`config.mk`:
```
export PLATFORM = sky130hd
export DESIGN_NAME = pipe_ctrl_gen_flat
export DESIGN_NICKNAME = d
export VERILOG_FILES = /design/src/rtl/pipe_ctrl_pkg.sv /design/src/rtl/pipe_ctrl_gen_if.sv /design/src/rtl/pipe_ctrl_gen_store_seq.sv /design/src/rtl/pipe_ctrl_gen.sv /design/src/flat_wrapper.sv
export SDC_FILE = /design/constraint.sdc
export NUM_CORES = 1
export LEC_CHECK = 0
export BUFFER_PORTS_ARGS = -buffer_cell sky130_fd_sc_hd__buf_2
export CORE_MARGIN = 3
export CORE_UTILIZATION = 46
export DETAILED_ROUTE_END_ITERATION = 6
export PLACE_DENSITY = 0.87
export SLEW_MARGIN = 20
export SYNTH_ARGS = -nofsm -noshare
export SYNTH_HDL_FRONTEND = slang
export SYNTH_SLANG_ARGS = --single-unit
```
`constraint.sdc`:
```
create_clock -name clk -period 4.1 [get_ports clk]
set_input_delay 0.615 -clock clk [delete_from_list [all_inputs] [get_ports clk]]
set_output_delay 0.615 -clock clk [all_outputs]
set_load 0.05 [all_outputs]
```
`src/rtl/pipe_ctrl_pkg.sv`:
```
// Shared definitions for the pipeline controller: exception codes, store FSM states
// and the low-mask helper used to build stall vectors.
package pipe_ctrl_pkg;

    localparam int unsigned MaxStages = 32;

    localparam logic [31:0] EXC_INT  = 32'h01;
    localparam logic [31:0] EXC_SYS  = 32'h08;
    localparam logic [31:0] EXC_RI   = 32'h0a;
    localparam logic [31:0] EXC_OV   = 32'h0c;
    localparam logic [31:0] EXC_TRAP = 32'h0d;
    localparam logic [31:0] EXC_ERET = 32'h0e;
    localparam logic [31:0] EXC_TLB  = 32'h0f;

    typedef enum logic [1:0] {
        StIdle,
        StWait,
        StCommit
    } store_state_e;

    // Stage k freezes itself and every stage upstream of it: bits [k:0].
    function automatic logic [MaxStages-1:0] low_mask(input int unsigned k);
        if (k >= MaxStages - 1) begin
            return '1;
        end
        return (MaxStages'(1) << (k + 1)) - MaxStages'(1);
    endfunction

endpackage

```
`src/rtl/pipe_ctrl_gen_if.sv`:
```
// Signal bundle between the pipeline (master) and the pipeline controller (slave).
interface pipe_ctrl_gen_if #(
    parameter int unsigned NSTAGE = 6,
    parameter int unsigned ADDR_W = 32,
    parameter int unsigned CNT_W  = 32
) ();

    logic [NSTAGE-1:0] stallreq_i;
    logic              mem_we_i;
    logic [31:0]       excepttype_i;
    logic [ADDR_W-1:0] ebase_i;
    logic [ADDR_W-1:0] cp0_epc_i;
    logic [NSTAGE-1:0] stall;
    logic              flush;
    logic [ADDR_W-1:0] new_pc;
    logic              mem_we_o;
    logic [CNT_W-1:0]  stall_cycles;

    modport master (
        output stallreq_i, mem_we_i, excepttype_i, ebase_i, cp0_epc_i,
        input  stall, flush, new_pc, mem_we_o, stall_cycles
    );

    modport slave (
        input  stallreq_i, mem_we_i, excepttype_i, ebase_i, cp0_epc_i,
        output stall, flush, new_pc, mem_we_o, stall_cycles
    );

endinterface

```
`src/rtl/pipe_ctrl_gen_store_seq.sv`:
```
// Store sequencer: holds a store in its stage for STORE_WAIT cycles, then commits it while
// releasing the store stage.
module pipe_ctrl_gen_store_seq
    import pipe_ctrl_pkg::*;
#(
    parameter int unsigned NSTAGE      = 6,
    parameter int unsigned STORE_STAGE = 4,
    parameter int unsigned STORE_WAIT  = 2
) (
    input  logic              clk,
    input  logic              rst,
    input  logic              start,
    input  logic              hold,
    input  logic              abort,
    output logic [NSTAGE-1:0] mask,
    output logic              commit
);

    localparam int unsigned CntW = (STORE_WAIT > 1) ? $clog2(STORE_WAIT) : 1;

    store_state_e    state;
    logic [CntW-1:0] cnt;

    function automatic logic [NSTAGE-1:0] stage_mask(input int unsigned k);
        logic [MaxStages-1:0] m;
        m = low_mask(k);
        return m[NSTAGE-1:0];
    endfunction

    // cnt counts the WAIT cycles still to go; the IDLE accept cycle is the first wait cycle.
    always_ff @(posedge clk) begin
        if (!rst) begin
            state <= StIdle;
            cnt   <= '0;
        end else if (abort) begin
            state <= StIdle;
            cnt   <= '0;
        end else if (!hold) begin
            unique case (state)
                StIdle: begin
                    if (start) begin
                        if (STORE_WAIT == 1) begin
                            state <= StCommit;
                        end else begin
                            state <= StWait;
                            cnt   <= CntW'(STORE_WAIT - 1);
                        end
                    end
                end
                StWait: begin
                    if (cnt <= CntW'(1)) begin
                        state <= StCommit;
                        cnt   <= '0;
                    end else begin
                        cnt <= cnt - CntW'(1);
                    end
                end
                StCommit: state <= StIdle;
                default:  state <= StIdle;
            endcase
        end
    end

    always_comb begin
        mask = '0;
        unique case (state)
            StIdle:   mask = start ? stage_mask(STORE_STAGE) : '0;
            StWait:   mask = stage_mask(STORE_STAGE);
            StCommit: mask = stage_mask(STORE_STAGE - 1);
            default:  mask = '0;
        endcase
    end

    assign commit = (state == StCommit) && !hold;

endmodule

```
`src/rtl/pipe_ctrl_gen.sv`:
```
// Pipeline controller: merges stall requests with the store sequencer, redirects the PC on
// exceptions/ERET with a flush, and counts stalled cycles.
module pipe_ctrl_gen
    import pipe_ctrl_pkg::*;
#(
    parameter int unsigned NSTAGE      = 6,
    parameter int unsigned STORE_STAGE = 4,
    parameter int unsigned STORE_WAIT  = 2,
    parameter int unsigned ADDR_W      = 32,
    parameter int unsigned TLB_OFFSET  = 0,
    parameter int unsigned CNT_W       = 32
) (
    input logic           clk,
    input logic           rst,
    pipe_ctrl_gen_if.slave bus
);

    logic              exc;
    logic              hold;
    logic [NSTAGE-1:0] req_mask;
    logic [NSTAGE-1:0] fsm_mask;
    logic              commit;
    logic [CNT_W-1:0]  cnt;

    function automatic logic [NSTAGE-1:0] stage_mask(input int unsigned k);
        logic [MaxStages-1:0] m;
        m = low_mask(k);
        return m[NSTAGE-1:0];
    endfunction

    assign exc  = |bus.excepttype_i;
    assign hold = |bus.stallreq_i;

    pipe_ctrl_gen_store_seq #(
        .NSTAGE      (NSTAGE),
        .STORE_STAGE (STORE_STAGE),
        .STORE_WAIT  (STORE_WAIT)
    ) u_store_seq (
        .clk    (clk),
        .rst    (rst),
        .start  (bus.mem_we_i),
        .hold   (hold),
        .abort  (exc),
        .mask   (fsm_mask),
        .commit (commit)
    );

    always_comb begin
        req_mask = '0;
        for (int unsigned k = 0; k < NSTAGE; k++) begin
            if (bus.stallreq_i[k]) begin
                req_mask = req_mask | stage_mask(k);
            end
        end
    end

    // Exceptions and reset both override every other output.
    always_comb begin
        bus.stall    = '0;
        bus.flush    = 1'b0;
        bus.new_pc   = '0;
        bus.mem_we_o = 1'b0;
        if (rst) begin
            if (exc) begin
                bus.flush = 1'b1;
                case (bus.excepttype_i)
                    EXC_ERET: bus.new_pc = bus.cp0_epc_i;
                    EXC_TLB:  bus.new_pc = bus.ebase_i + ADDR_W'(TLB_OFFSET);
                    default:  bus.new_pc = bus.ebase_i;
                endcase
            end else begin
                bus.stall    = req_mask | fsm_mask;
                bus.mem_we_o = commit;
            end
        end
    end

    always_ff @(posedge clk) begin
        if (!rst) begin
            cnt <= '0;
        end else if ((|bus.stall) && (cnt != '1)) begin
            cnt <= cnt + CNT_W'(1);
        end
    end

    assign bus.stall_cycles = rst ? cnt : '0;

endmodule

```
`src/flat_wrapper.sv`:
```
// flat-port wrapper written by rule: the top's interface ports become plain ports
module pipe_ctrl_gen_flat import pipe_ctrl_pkg::*;
#(
    parameter int unsigned NSTAGE      = 6,
    parameter int unsigned STORE_STAGE = 4,
    parameter int unsigned STORE_WAIT  = 2,
    parameter int unsigned ADDR_W      = 32,
    parameter int unsigned TLB_OFFSET  = 0,
    parameter int unsigned CNT_W       = 32
)
  (clk, rst, bus_stallreq_i, bus_mem_we_i, bus_excepttype_i, bus_ebase_i, bus_cp0_epc_i, bus_stall, bus_flush, bus_new_pc, bus_mem_we_o, bus_stall_cycles);
  pipe_ctrl_gen_if #(.NSTAGE(NSTAGE), .ADDR_W(ADDR_W), .CNT_W(CNT_W)) bus_i ();
  input logic clk;
  input logic rst;
  input wire logic [$bits(bus_i.stallreq_i)-1:0] bus_stallreq_i;
  input wire logic [$bits(bus_i.mem_we_i)-1:0] bus_mem_we_i;
  input wire logic [$bits(bus_i.excepttype_i)-1:0] bus_excepttype_i;
  input wire logic [$bits(bus_i.ebase_i)-1:0] bus_ebase_i;
  input wire logic [$bits(bus_i.cp0_epc_i)-1:0] bus_cp0_epc_i;
  output wire logic [$bits(bus_i.stall)-1:0] bus_stall;
  output wire logic [$bits(bus_i.flush)-1:0] bus_flush;
  output wire logic [$bits(bus_i.new_pc)-1:0] bus_new_pc;
  output wire logic [$bits(bus_i.mem_we_o)-1:0] bus_mem_we_o;
  output wire logic [$bits(bus_i.stall_cycles)-1:0] bus_stall_cycles;
  assign bus_i.stallreq_i = bus_stallreq_i;
  assign bus_i.mem_we_i = bus_mem_we_i;
  assign bus_i.excepttype_i = bus_excepttype_i;
  assign bus_i.ebase_i = bus_ebase_i;
  assign bus_i.cp0_epc_i = bus_cp0_epc_i;
  assign bus_stall = bus_i.stall;
  assign bus_flush = bus_i.flush;
  assign bus_new_pc = bus_i.new_pc;
  assign bus_mem_we_o = bus_i.mem_we_o;
  assign bus_stall_cycles = bus_i.stall_cycles;
  pipe_ctrl_gen #(.NSTAGE(NSTAGE), .STORE_STAGE(STORE_STAGE), .STORE_WAIT(STORE_WAIT), .ADDR_W(ADDR_W), .TLB_OFFSET(TLB_OFFSET), .CNT_W(CNT_W)) u_core (.clk(clk), .rst(rst), .bus(bus_i));
endmodule
```
# Word level (Yosys, flattened, before mapping)
# Index checks and enable logic that the tools add are counted.
# word_totals
regBits	35
input_bits	105
out_inout_bits	72
elab_cells	50
# op_classes
addsub	2
n_lt_le_gt_ge	1
n_eq_ne	6
mux	24
bitwise	3
n_reduce_logical	11
# ops
cell	count
32-bit two-way mux	4
33-bit OR reduction	1
32-bit by 1-bit adder with 32-bit output (second input constant)	1
32-bit by 4-bit equality test with 1-bit output (second input constant)	1
32-bit != test (second input constant)	1
32-bit OR reduction	1
6-bit two-way mux	3
5-bit one-hot mux with 3 select lines	1
6-bit OR reduction	2
5-bit two-way mux	2
1-bit two-way mux	7
2-bit two-way mux	3
6-bit by 5-bit OR with 6-bit output	1
3-bit AND reduction	2
4-bit two-way mux	1
2-bit != test (second input constant)	2
2-bit one-hot mux with 2 select lines	1
3-bit two-way mux	1
2-bit by 1-bit equality test with 1-bit output (second input constant)	1
2-bit equality test (second input constant)	1
1-bit logical AND	2
2-bit logical NOT	1
1-bit NOT	2
1-bit one-hot mux with 2 select lines	1
4 further kinds	4

# Depth between registers and ports, before layout
# Gate-level depths: netlist of run 1.
# depth
depth_word	11
depth_mapped	10
mapped_depth_nobuf	8

# Modules after synthesis
# From an unflattened synthesis of run 1, not the netlist that was laid out.
# hier_totals
cells_unflattened	379
hier_area_um2	2667.6
# by_module_without_submodules
mod	n_inst	cells_each	area_per_inst_um2	seq_area_each_um2
pipe_ctrl_gen	1	352	2446.1	640.6
pipe_ctrl_gen_store_seq	1	27	221.5	40.0

# Worst setup path after synthesis of run 1
# OpenSTA, ideal clock, no wires.
# synth_timing
path_kind	input-to-output
startpoint	input bus_excepttype_i[0]
endpoint	output bus_new_pc[10]
t_arrival_ns	2.736
t_required_ns	3.485
setup_slack_ns	0.749
path_stages	8
path_buffers	2
path_cell_list	nor4_1 -> nand4_1 -> nor2_1 -> and4_1 -> clkbuf_1 -> clkbuf_1 -> nand2_1 -> a21oi_1
# synth_between
elab_chain_cells	4
elab_cells_between_ends	5
classes_between	eq/ne: 1; mux: 3; reduce/logical: 1
# synth_rtl
item	line_no	rtl
from (decl)	flat_wrapper.sv:17	input wire logic [$bits(bus_i.excepttype_i)-1:0] bus_excepttype_i;
32-bit by 4-bit equality test with 1-bit output	pipe_ctrl_gen.sv:66	case (bus.excepttype_i)
32-bit two-way mux	pipe_ctrl_gen.sv:66	
32-bit two-way mux *	pipe_ctrl_gen.sv:64	if (exc) begin
32-bit two-way mux *	pipe_ctrl_gen.sv:63	if (rst) begin
to (decl)	flat_wrapper.sv:22	output wire logic [$bits(bus_i.new_pc)-1:0] bus_new_pc;
# Mark *: on every way between the ends. The rest lies on a longest branch, timed or not.

# Final worst setup path of run 1
# layout_timing
startpoint	input bus_excepttype_i[9]
endpoint	output bus_new_pc[13]
# The elaborated chain is that of the path after synthesis.

==> results.md, run 1 <==
* Worst setup EP type: primary output
* Sequential fraction of the synthesis area at 0.255
* Die height at between 80 and 90 um
* Syn nets at roughly 510
* Fraction of registers with async set or reset after synthesis at 0
* Net Sw Frac at 0.310
* Final worst-path cycle share at 0.795
* Clock latency on the worst-skew pair at 0.30 ns
* Max-slew headroom at 0.557
* Time the worst path needs with I/O delays and setup at roughly 3.3 ns
* FF+latch count, synth at 34
* Worst-path fanout max at 32
* Final cell utilization of the core at 0.659
* Comb power frac at 0.224
* GRT Total Usage at 0.256
* Post-detailed-route count of antenna-violating nets at 0
* Cell area after synthesis at around 2700 um2
* HP Start: u_core.cnt[31]$_SDFFE_PN0P_
* Synth top area cells: dfxtp_1, nand2_1, a21oi_1
* Psw at around 240 uW
* Post-synthesis mux area share at 0.0225
* Final Total Pwr at between 700 and 800 uW
* Peak supply drop at ~0.00021 V
* Initial antenna violation count at 1
* CP Launch Type: input port
* F_max at 0.307 GHz
* H-tree Lvls at 2
* Syn_area_per_cell at around 6.6 um2
* Max-cap violations at 0
* Combinational family with the most area after synthesis: simple AND/OR/NAND/NOR gates
* IO buf count at 176
* Nets at about 680
* Vias in the first global route at 2949
* Top FF cell, synth: dfxtp_1
* Largest net degree at the start of global routing at 35
* Post-synth EDFFs at 0
* Post-Layout Cell Count at 641
* Clk_skew at 0.0103 ns
* Clock-pin slew on the worst setup and hold paths at 0.07 ns
* Crit Path Category: input port to primary output
* Area post-placement at approximately 3600 um2
* Drt via density at between 5 and 6
* Post-synthesis adder-cell area fraction at 0.0282
* Hold_buf cts at 0
* Site Rows at 27
* Routed len/inst at roughly 14 um
* Clock root buffer: clkbuf_8
* Fin. max-slew vios at 0
* Synth Instances at between 400 and 500
* Share of layout cells above drive strength 1 at 0.361
* Fill cells at around 490
* Fin Setup TNS at 0 ns
* First-pass GRT wire length at about 14 mm
* Setup slack at placement at 0.851 ns
* Core ar. at approximately 5600 um2
* Pwr Density at between 200 and 250 nW/um2
* Clock power share at 0.341
* LEAKAGE at about 1.8 nW
* GP Congestion at 0.808
* Reg-to-reg startpoint: u_core.cnt[8]$_SDFFE_PN0P_
* DP HPWL at about 7.0 mm
* Area of the multi-input gates at approximately 1800 um2
* Resized Gates After CTS at 0
* Area delta synth->final at 37.8%
* Count of final setup violators at 0
* Post-CTS setup repair buffer count at 0
* Count leader, synth: nand2_1
* Share of the synthesized area in the top cell type at 0.255
* Top cells by count, synth: nand2_1, a21oi_1, dfxtp_1
* CTS tree: done
* # DRC at 0
* Status: completed
* Worst min path class: register to register
* Post-Synth Simple-Gate Area at 0.456
* Clock Sinks at 34
* Final hold violation count at 0
* Pre-Repair DR Iteration Count at 5
* Hold_ws at between 0.4 and 0.5 ns
* Worst slew pin tran at approximately 0.66 ns
* Via Count at roughly 3400
* Initial Utilization at 0.478
* Total I/O pin count at between 150 and 200
* Part of the power in registers at 0.435
* Clk buf depth at 2
* GRT overflow at 0
* Synthesis Warnings at 0
* FF+latch area at between 600 and 700 um2
* Setup WS post-layout at ~0.84 ns
* Top cell type by total area after synthesis: dfxtp_1
* Critical Path AT at about 2.6 ns
* Synthesized-area fraction occupied by xor and xnor cells at 0.0197
* Crit path launch: bus_excepttype_i[9]
* Req. time, crit path at approximately 3.5 ns
* Number of distinct library cells after synthesis at 42
* Synth Area in Compound Gates at 0.160
* WL final at approximately 9 mm
* Design Area, Final at around 3700 um2
* RSZ-0062 raised after global routing: no
* Die Area at 6750 um2
* Placed Instances at 632
* Die W at 82.1 um
* DRT iter0 DRCs at 168
* Pint at between 500 and 600 uW
* CTS buffer count at 5
## kinds of logic after synthesis
| group | after synthesis |
|---|---|
| AO/OA/AOI/OAI | 79 |
| XOR/XNOR | 6 |
| adder cells (fa/ha/maj) | 6 |
| buffers and inverters | 37 |
| flip-flops | 34 |
| multiplexers | 5 |
| AND/OR/NAND/NOR | 234 |
## flip-flops by register name, indices dropped and copies added, names as in the netlist
name,cells
u_core.u_store_seq.state,2
u_core.cnt,32
## worst max-delay path, cell delays in order
cell,delay [ns]
buf_2,0.10
nor4_1,0.31
nand4_1,0.18
nor2_1,0.30
and4_1,0.23
buf_4,0.30
nand2_1,0.09
a21oi_1,0.19
buf_2,0.31
## metal layers
layer | part of all wire | GRT usage | vias up
met5 | 0 | 0 | -
met4 | 0.023 | 0.115 | 0
met3 | 0.076 | 0.0586 | 14
met2 | 0.48 | 0.442 | 123
met1 | 0.42 | 0.301 | 1520
li1 | - | - | 1725
## layout by cell type (no fill, tap or decap), drive strengths merged, types with 2 or more instances in the layout
cell type  synthesis  final
a21oi             50     50
and2              28     28
and3               3      3
and4               3      3
buf                7    182
clkbuf            16      7
dfxtp             34     34
ha                 6      6
inv               14     14
mux2               2      2
mux2i              3      3
nand2             87     87
nand2b             4      4
nand3             11     11
nand4             18     18
nor2              34     34
nor3               8      8
nor4               9      9
o21ai             22     22
o31ai              5      5
or2                2      2
or3               16     16
or4                7      7
xnor2              3      3
xor2               3      3
## worst paths after layout
check                                                    to  slack (ns)  depth (start not counted)
worst max-delay path                         bus_new_pc[13]        0.84                          9
worst min-delay path            u_core.cnt[31]$_SDFFE_PN0P_        0.47                          1
worst max register to register  u_core.cnt[23]$_SDFFE_PN0P_        1.36                          6
worst min register to register  u_core.cnt[31]$_SDFFE_PN0P_        0.47                          1
## area by class of cell
| class | count | share of cell area |
|---|---|---|
| clock inverter | 1 | 0.00136 |
| multi-input combinational | 330 | 0.498 |
| tap | 72 | 0.0245 |
| timing repair buffer | 182 | 0.252 |
| clock buffer | 7 | 0.0235 |
| inverter | 14 | 0.0143 |
| sequential | 34 | 0.185 |
| antenna | 1 | 0.000681 |
## power by group through the flow
stage	sequential (mW)	clock, mW	combinational [mW]
finish	0.330	0.259	0.170
global route	0.330	0.270	0.185
CTS	0.330	0.259	0.169
detailed placement	0.338	0	0.169
global placement	0.338	0	0.168
floorplan	0.338	0	0.0939
Note: power is estimated with default switching activity, not from simulation.
==> run 2, diff against run 1 <==
--- a/config.mk
+++ b/config.mk
@@ -7,9 +7,9 @@
 export LEC_CHECK = 0
 export BUFFER_PORTS_ARGS = -buffer_cell sky130_fd_sc_hd__buf_2
 export CORE_MARGIN = 3
-export CORE_UTILIZATION = 46
+export CORE_UTILIZATION = 43
 export DETAILED_ROUTE_END_ITERATION = 6
-export PLACE_DENSITY = 0.87
+export PLACE_DENSITY = 0.82
 export SLEW_MARGIN = 20
 export SYNTH_ARGS = -nofsm -noshare
 export SYNTH_HDL_FRONTEND = slang
==> constraint.sdc (replaced) <==
create_clock -name clk -period 3.2 [get_ports clk]
set_input_delay 0.48 -clock clk [delete_from_list [all_inputs] [get_ports clk]]
set_output_delay 0.48 -clock clk [all_outputs]
set_load 0.05 [all_outputs]
==> run 2 against run 1 <==
Via count grew 2.1%. Cell count grew 0.78%. Flip-flop and latch count is the same. Count of clock-buffer cells in the layout is the same. Sequential share of layout area shrank 0.12 points. Combinational power grew 29%. First-iteration DRC count shrank 8.9%. Register-to-register slack lost 0.65 ns. Clock power grew 28%. Critical path type unchanged. Critical endpoint is now bus_new_pc[31]. Largest cell class unchanged. Highest routed layer unchanged.
==> results.md, run 2 (same netlist as run 1, synthesis figures left out) <==
* HP Start: u_core.cnt[31]$_SDFFE_PN0P_
* Post-detailed-route count of antenna-violating nets at 0 (unchanged)
* Area post-placement at 3610 um2 (+0.73%)
* Slowest-stage cell, CP: nor4_1
* Clk_skew at 0.00500 ns (-0.00528 ns)
* Crit path launch: bus_excepttype_i[16]
* Final Total Pwr at 973 uW (+28%)
* Most used cell, CP: buf_2
* CP Launch Type: input port
* Post-Layout Cell Count at 646 (+0.78%)
* Routed len/inst at 14.0 um (-1.9%)
* Critical Path AT at 2.27 ns (-0.37 ns)
* Most common cell after layout, fill and taps aside: buf_2
* Initial antenna violation count at 0 (-1)
* Pre-Repair DR Iteration Count at 5 (unchanged)
* GP Congestion at 0.840 (+3.9%)
* LEAKAGE at 1.77 nW (+0.82%)
* Design Area, Final at 3700 um2 (+0.65%)
* Pwr Density at 263 nW/um2 (+27%)
* Post-CTS setup repair buffer count at 0 (unchanged)
* Fin. max-slew vios at 0 (unchanged)
* Crit path cell chain: buf_2 > nor4_1 > nand4_1 > nor2_1 > and4_1 > buf_4 > nand2_1 > a21oi_1 > buf_2
* Resized Gates After CTS at 0 (unchanged)
* Max-cap violations at 0 (unchanged)
* Reg with most FFs: u_core.cnt
* Setup WS post-layout at 0.455 ns (-0.387 ns)
* Initial Utilization at 0.448 (-0.0306)
* Area delta synth->final at 38.7%
* Via Count at 3452 (+2.1%)
* RSZ-0062 raised after global routing: no
* Clock Sinks at 34 (unchanged)
* Leading cell types in the layout, fill and taps excluded: buf_2, nand2_1, a21oi_1, dfxtp_1, nor2_1
* Clock latency on the worst-skew pair at 0.29 ns (about the same)
* Nets at 681 (+0.44%)
* DP HPWL at 7.02 mm (+0.37%)
* Die height at 84.7 um (+3.2%)
* Total I/O pin count at 177 (unchanged)
* Site Rows at 28 (+3.7%)
* Placed Instances at 638 (+0.95%)
* Hold_buf cts at 0 (unchanged)
* Drt via density at 5.34 (+1.3%)
* Worst setup EP type: primary output
* Clk buf depth at 2 (unchanged)
* Core ar. at 5960 um2 (+6.8%)
* Clock-pin slew on the worst setup and hold paths at 0.07 ns (about the same)
* CTS buffer count at 5 (unchanged)
* Worst-path fanout max at 32 (unchanged)
* Hold_ws at 0.462 ns (-0.0130 ns)
* Die Area at 7180 um2 (+6.5%)
* Crit Path Category: input port to primary output
* GRT Total Usage at 0.240 (-0.0158)
* Req. time, crit path at 2.72 ns (-0.76 ns)
* Setup slack at placement at 0.420 ns (-0.431 ns)
* Max-slew headroom at 0.479 (-0.0782)
* Fill cells at 571 (+17%)
* Status: completed
* Worst min path class: register to register
* Largest net degree at the start of global routing at 34 (-2.9%)
* # DRC at 0 (unchanged)
* Die W at 84.7 um (+3.2%)
* Peak supply drop at 0.000229 V (+7.0%)
* CTS tree: done
* Worst slew pin tran at 0.781 ns (+0.118 ns)
* Final hold violation count at 0 (unchanged)
* IO buf count at 176 (unchanged)
* Vias in the first global route at 3205 (+8.7%)
* Time the worst path needs with I/O delays and setup at around 2.7 ns
* Final worst-path cycle share at 0.858
* H-tree Lvls at 2 (unchanged)
* Fin Setup TNS at 0 ns (unchanged)
* First-pass GRT wire length at 14.6 mm (+6.7%)
* Final cell utilization of the core at 0.621 (-0.0382)
* Share of layout cells above drive strength 1 at 0.364 (+0.00336)
* Reg-to-reg startpoint: u_core.u_store_seq.state[0]$_SDFFE_PP0P_
* Biggest registers after layout: u_core.cnt x32, u_core.u_store_seq.state x2
* Count of final setup violators at 0 (unchanged)
* CP peak stage delay at 0.30 ns (about the same)
* DRT iter0 DRCs at 153 (-8.9%)
* F_max at around 0.36 GHz
* Clock root buffer: clkbuf_8
* Max reg flops at 32 (unchanged)
* Ant diodes at 0 (-1)
* WL final at 9.02 mm (-1.1%)
* GRT overflow at 0 (unchanged)
## run 2: changes by cell type in the layout (fill, tap and decap cells not counted)
cell     previous run  this run
buf_4               6         9
diode_2             1         0
## run 2: metal layers
layer | global-route usage | share of wire
met1 | 0.288 | 0.39
met2 | 0.439 | 0.51
met3 | 0.0363 | 0.077
met4 | 0.0719 | 0.017
met5 | 0 | 0
## run 2: worst paths after layout
kind | end | slack [ns] | cells past startpoint
setup / recovery | bus_new_pc[31] | 0.45 | 9
hold / removal | u_core.cnt[31]$_SDFFE_PN0P_ | 0.46 | 1
setup reg to reg | u_core.cnt[25]$_SDFFE_PN0P_ | 0.71 | 8
hold reg to reg | u_core.cnt[31]$_SDFFE_PN0P_ | 0.46 | 1
## run 2: where the power goes
group | total (mW) | internal [mW] | switching (mW)
registers | 0.423 | 0.423 | 0.00000000000612
logic | 0.219 | 0.0758 | 0.143
clock network | 0.331 | 0.174 | 0.158
## run 2: worst max-delay path, delay by kind of cell
| kind | cells | cell delay, ns |
|---|---|---|
| and+or+nand+nor | 5 | 0.95 |
| buffers and inverters | 3 | 0.67 |
| AOI/OAI and AO/OA | 1 | 0.14 |
## run 2: area by class of cell
type                       count  area (um2)  area share
multi-input combinational    330        1830       0.495
timing repair buffer         185         948       0.257
sequential                    34         681       0.184
tap                           75        93.8      0.0254
clock buffer                   7        86.3      0.0234
inverter                      14        52.6      0.0142
clock inverter                 1        5.00     0.00135
